===== src/rtl/jamma_joy_scanner.sv =====
// JAMMA multiplexed joystick scanner: a SEL/WAIT/SAMP FSM walks the players and loads a word per player.
// Define JOY_SCAN_DEBOUNCE_EN to debounce each player word; otherwise every sample loads directly.
module jamma_joy_scanner #(
    parameter  int unsigned NUM_PLAYERS = 2,
    parameter  int unsigned JOY_W       = 8,
    parameter  int unsigned SETTLE      = 1,
    parameter  int unsigned DEBOUNCE    = 2,
    localparam int unsigned SW          = (NUM_PLAYERS > 2) ? $clog2(NUM_PLAYERS) : 1
) (
    input  logic                          pclk,
    input  logic                          Reset_n,
    input  logic                          scan_en,
    input  logic [JOY_W-1:0]              jjoy,
    input  logic [JOY_W-1:0]              local_joy,
    output logic [SW-1:0]                 jselect,
    output logic [NUM_PLAYERS*JOY_W-1:0]  joy_out,
    output logic                          frame_done
);

    localparam int unsigned CW = 4;

    if (NUM_PLAYERS < 2 || NUM_PLAYERS > 4 || SETTLE > 15 || DEBOUNCE < 1 || DEBOUNCE > 7
        || JOY_W < 1) begin : g_bad_cfg
        $error("jamma_joy_scanner: parameter out of range");
    end

    typedef enum logic [1:0] {
        ST_SEL  = 2'd0,
        ST_WAIT = 2'd1,
        ST_SAMP = 2'd2
    } state_e;

    state_e                         state_q, state_d;
    logic [SW-1:0]                  idx_q, idx_d;
    logic [CW-1:0]                  wcnt_q, wcnt_d;
    logic                           frame_done_q, frame_done_d;
    logic                           samp_c;
    logic [JOY_W-1:0]               sample_c;
    logic [NUM_PLAYERS*JOY_W-1:0]   joy_q, joy_d;

    // Scan state register; everything holds while scan_en is low.
    always_ff @(posedge pclk or negedge Reset_n) begin
        if (!Reset_n) begin
            state_q      <= ST_SEL;
            idx_q        <= '0;
            wcnt_q       <= '0;
            frame_done_q <= 1'b0;
        end else begin
            state_q      <= state_d;
            idx_q        <= idx_d;
            wcnt_q       <= wcnt_d;
            frame_done_q <= frame_done_d;
        end
    end

    // Next state: SEL (1) + WAIT (SETTLE) + SAMP (1) cycles per player.
    always_comb begin
        state_d  = state_q;
        idx_d    = idx_q;
        wcnt_d   = wcnt_q;
        samp_c   = 1'b0;
        if (scan_en) begin
            case (state_q)
                ST_SEL: begin
                    wcnt_d  = '0;
                    state_d = (SETTLE > 0) ? ST_WAIT : ST_SAMP;
                end
                ST_WAIT: begin
                    if (wcnt_q == CW'(SETTLE - 1)) begin
                        state_d = ST_SAMP;
                    end
                    wcnt_d = wcnt_q + CW'(1);
                end
                ST_SAMP: begin
                    samp_c  = 1'b1;
                    state_d = ST_SEL;
                    idx_d   = (idx_q == SW'(NUM_PLAYERS - 1)) ? '0 : idx_q + SW'(1);
                end
                default: begin
                    state_d = ST_SEL;
                    idx_d   = '0;
                end
            endcase
        end
        frame_done_d = samp_c && (idx_q == SW'(NUM_PLAYERS - 1));
    end

    assign sample_c = (idx_q == '0) ? (jjoy & local_joy) : jjoy;

`ifdef JOY_SCAN_DEBOUNCE_EN
    localparam int unsigned DW = 3;

    logic [JOY_W-1:0] prev_q [NUM_PLAYERS];
    logic [JOY_W-1:0] prev_d [NUM_PLAYERS];
    logic [DW-1:0]    cnt_q  [NUM_PLAYERS];
    logic [DW-1:0]    cnt_d  [NUM_PLAYERS];

    // Stability counter saturates at DEBOUNCE-1; the word loads whenever it sits there after a sample.
    always_comb begin
        prev_d = prev_q;
        cnt_d  = cnt_q;
        joy_d  = joy_q;
        for (int p = 0; p < int'(NUM_PLAYERS); p++) begin
            if (samp_c && (idx_q == SW'(p))) begin
                prev_d[p] = sample_c;
                if (sample_c != prev_q[p]) begin
                    cnt_d[p] = '0;
                end else if (cnt_q[p] != DW'(DEBOUNCE - 1)) begin
                    cnt_d[p] = cnt_q[p] + DW'(1);
                end
                if (cnt_d[p] == DW'(DEBOUNCE - 1)) begin
                    joy_d[p*JOY_W +: JOY_W] = sample_c;
                end
            end
        end
    end

    always_ff @(posedge pclk or negedge Reset_n) begin
        if (!Reset_n) begin
            for (int p = 0; p < int'(NUM_PLAYERS); p++) begin
                prev_q[p] <= '1;
                cnt_q[p]  <= '0;
            end
        end else begin
            prev_q <= prev_d;
            cnt_q  <= cnt_d;
        end
    end
`else
    // Without debouncing the selected player's word simply follows each sample.
    always_comb begin
        joy_d = joy_q;
        for (int p = 0; p < int'(NUM_PLAYERS); p++) begin
            if (samp_c && (idx_q == SW'(p))) begin
                joy_d[p*JOY_W +: JOY_W] = sample_c;
            end
        end
    end
`endif

    always_ff @(posedge pclk or negedge Reset_n) begin
        if (!Reset_n) begin
            joy_q <= '1;
        end else begin
            joy_q <= joy_d;
        end
    end

    assign jselect    = idx_q;
    assign joy_out    = joy_q;
    assign frame_done = frame_done_q;

endmodule


===== config.mk =====
export PLATFORM = sky130hd
export DESIGN_NAME = jamma_joy_scanner
export DESIGN_NICKNAME = d
export VERILOG_FILES = /design/src/rtl/jamma_joy_scanner.sv
export SDC_FILE = /design/constraint.sdc
export NUM_CORES = 1
export LEC_CHECK = 0
export CORE_MARGIN = 2
export CORE_UTILIZATION = 43
export DETAILED_ROUTE_END_ITERATION = 8
export GPL_TIMING_DRIVEN = 0
export PLACE_DENSITY = 0.87
export SLEW_MARGIN = 5
export SYNTH_ARGS = -nofsm -noshare
export SYNTH_HDL_FRONTEND = slang
export SYNTH_SLANG_ARGS = --single-unit
export TNS_END_PERCENT = 50

===== constraint.sdc =====
create_clock -name pclk -period 1.4 [get_ports pclk]
set_input_delay 0.28 -clock pclk [delete_from_list [all_inputs] [get_ports pclk]]
set_output_delay 0.28 -clock pclk [all_outputs]
set_load 0.03 [all_outputs]

==> impl_metrics.ini <==
[cts]
cts_buffers = 3
cts.path.max_buffers = 2
clock_sinks = 24
root_buffer = clkbuf_4
htreeDepth = 1
clkTransAtPathRegs_ns = 0.13
insertion_delay_ns = 0.30
post_cts_buffers = 0
cts_tree = built

[synth]
ys_types = 18
synth_fp_nets = 111
async_reset_ff_frac = 1.00
ys_seq_elements = 24
synth.largest_area_cell = dfstp_2
seq_area_frac_synth = 0.612
synthTopCellsByArea = dfstp_2 (41%), dfrtp_1 (20%), nand2_1 (9.3%)
yosysMostFrequentCell = nand2_1
synthTopCellsByCount = nand2_1 (25), dfstp_2 (16), o21ai_0 (11), dfrtp_1 (8), mux2_2 (8)
syn-cell-area_um2 = 1010
syn_inst = 90
avgSynthCellArea_um2 = 11.3
synth_edf_count = 0
synth_top_area_share = 0.415
ys_warn_count = 0
synthFlopType = dfstp_2

[floorplan]
rows = 17
core_um2 = 2210
die_height_um = 52.6
die-area_um2 = 2760
ios = 37
start_util = 0.458
die_x_um = 52.6

[detailed_routing]
topRoutingLayerUsed = met4
drc = 0
met1Wirelength_um = 929
antenna_left = 0
vias = 798
met2_wirelength_mm = 1.17
wirelength_mm = 2.21
wl_met3_um = 79
drt_pass1_iterations = 4
first_iter_violations = 17
vias_per_cell = 5.08
wl_per_cell_um = 14.1

[setup_path]
cp_slowest_cell = dfrtp_2
worstPathCellList = nand2b_4, buf_6, or4_1, nand3_1
reg2reg_depth = 4
cp.arrival_ns = 1.65
critical_path_depth = 4
crit_path_start_kind = flip-flop
crit_fanout = 9
crit_buf_inv = 1
crit_required_ns = 1.65
critPathMaxStageDelay_ns = 0.48
end_kind = flip-flop
path_class = flip-flop to flip-flop
crit_family = simple AND/OR/NAND/NOR gates

[placed_design]
gp_congestion = 0.673
numPortBuffers = 36
dpl_cell_area_um2 = 1410
detailed_place_hpwl_mm = 1.68

[power]
vdd.ir_drop.worst_mv = 0.841
p_per_area_nw_per_um2 = 1740
intPower_mw = 1.48
p_sw_uw = 921
p_comb_frac = 0.387
power.leakage_nw = 0.643
sw_frac_of_total = 0.384
p_clk_frac = 0.126
sequentialPowerShare = 0.487

[timing]
final.setup.tns_ns = 0
worst_pin_slew_ns = 1.03
setup_violations = 0
hold_viol = 0
whs_ns = 0.485
min_period_ns = 1.40
rsz0062_at_grt = true
fin_worst_skew_ns = 0.00500
slew-limit-headroom = 0.314
maxSlewViolCount = 0
fmax_ghz = 0.715
fin_crit_sh = 0.999

[run_status]
status = finished, final reports clean

[grt]
grt_max_degree = 25
antenna_found_initial = 0
first_global_vias = 758
grt-ovfl-total = 0
gr-usage-all-layers = 0.162
grt_pass1_wl_mm = 3.23

[hold_path]
min_path_cells = 2
min_path_type = flip-flop to flip-flop

[final_layout]
num-fill-cells = 184
drive_above_1_share = 0.388
area_growth_pct = 36.3
final_nets = 151
design_area_um2 = 1380
antenna_cells = 0
post-route-util = 0.624

[run]
drv_cap = 0
## what timing repair did
item,CTS,global route
pin swaps,1,0
gates resized for setup,86,5
hold endpoints to repair,0,0
endpoints found under the setup margin,21,20
hold buffers,0,0
## layout by cell type (no fill, tap or decap), types with 2 or more instances in the layout
cell type / netlist / layout
buf_2: 2 / 17
clkbuf_4: 0 / 3
clkdlybuf4s50_1: 0 / 17
dfrtp_1: 8 / 7
dfstp_2: 16 / 16
dlygate4sd2_1: 0 / 2
ha_1: 2 / 2
inv_1: 4 / 4
mux2_2: 8 / 8
nand2_1: 25 / 25
nand2b_1: 3 / 2
nand3_1: 3 / 3
o21ai_0: 11 / 11
## power groups by stage
stage / clock network (mW) / registers (mW) / logic, mW
2_1_floorplan: 0 / 1.43 / 0.315
3_3_place_gp: 0 / 1.15 / 0.975
3_5_place_dp: 0 / 1.17 / 1.02
4_1_cts: 0.314 / 1.16 / 0.927
5_1_grt: 0.344 / 1.20 / 1.01
6_report: 0.303 / 1.17 / 0.927
## cell families (layout without fill, tap and decap cells)
group | Yosys count | in the layout | share of synthesized area
AO/OA/AOI/OAI | 13 | 13 | 0.0691
adder cells (fa/ha/maj) | 2 | 2 | 0.0247
buffers and inverters | 7 | 46 | 0.0284
flip-flops | 24 | 24 | 0.612
multiplexers | 9 | 9 | 0.0988
AND/OR/NAND/NOR | 35 | 35 | 0.167
## stage by stage
step                      worst slack, ns  cells  power (mW)
after global routing              -0.0407    157        2.55
after global placement             -0.344    154        2.13
final                            0.000914    157        2.40
after floorplan                     0.103     90        1.75
after CTS                         -0.0424    158        2.40
after detailed placement           -0.392    154        2.19
## area by class of cell
| class | instances | area (µm²) | area share |
|---|---|---|---|
| inverter | 4 | 15.0 | 0.0109 |
| sequential | 24 | 622 | 0.450 |
| timing repair buffer | 36 | 279 | 0.202 |
| tap | 28 | 35.0 | 0.0254 |
| buffer | 2 | 16.3 | 0.0118 |
| multi-input combinational | 59 | 388 | 0.281 |
| clock buffer | 4 | 26.3 | 0.0190 |
## final timing paths
check	start	end	slack, ns
worst min register to register	joy_out[4]$_DFFE_PN1P_	joy_out[4]$_DFFE_PN1P_	0.49
worst max-delay path	state_q[1]$_DFFE_PN0P_	wcnt_q[3]$_DFFE_PN0P_	0.0009
worst min-delay path	joy_out[4]$_DFFE_PN1P_	joy_out[4]$_DFFE_PN1P_	0.49
max in group asynchronous	Reset_n	state_q[1]$_DFFE_PN0P_	0.20
worst max register to register	state_q[1]$_DFFE_PN0P_	wcnt_q[3]$_DFFE_PN0P_	0.0009
min in group asynchronous	Reset_n	wcnt_q[1]$_DFFE_PN0P_	0.53
## worst reg2reg max path: stages, from the launching register on
cell	delay, ns
dfrtp_2	0.48
nand2b_4	0.16
buf_6	0.14
or4_1	0.47
nand3_1	0.09
## routing by layer
layer  global-route usage  up-vias
li1                     -      384
met2                0.279       18
met4               0.0684        0
met1                0.190      392
met5                    0        -
met3               0.0400        4
## sequential cells by signal (all words and copies together), names as in the netlist
name / cells
frame_done: 1
joy_out: 16
jselect: 1
state_q: 2
wcnt_q: 4
Note: power is estimated with default switching activity, not from simulation.
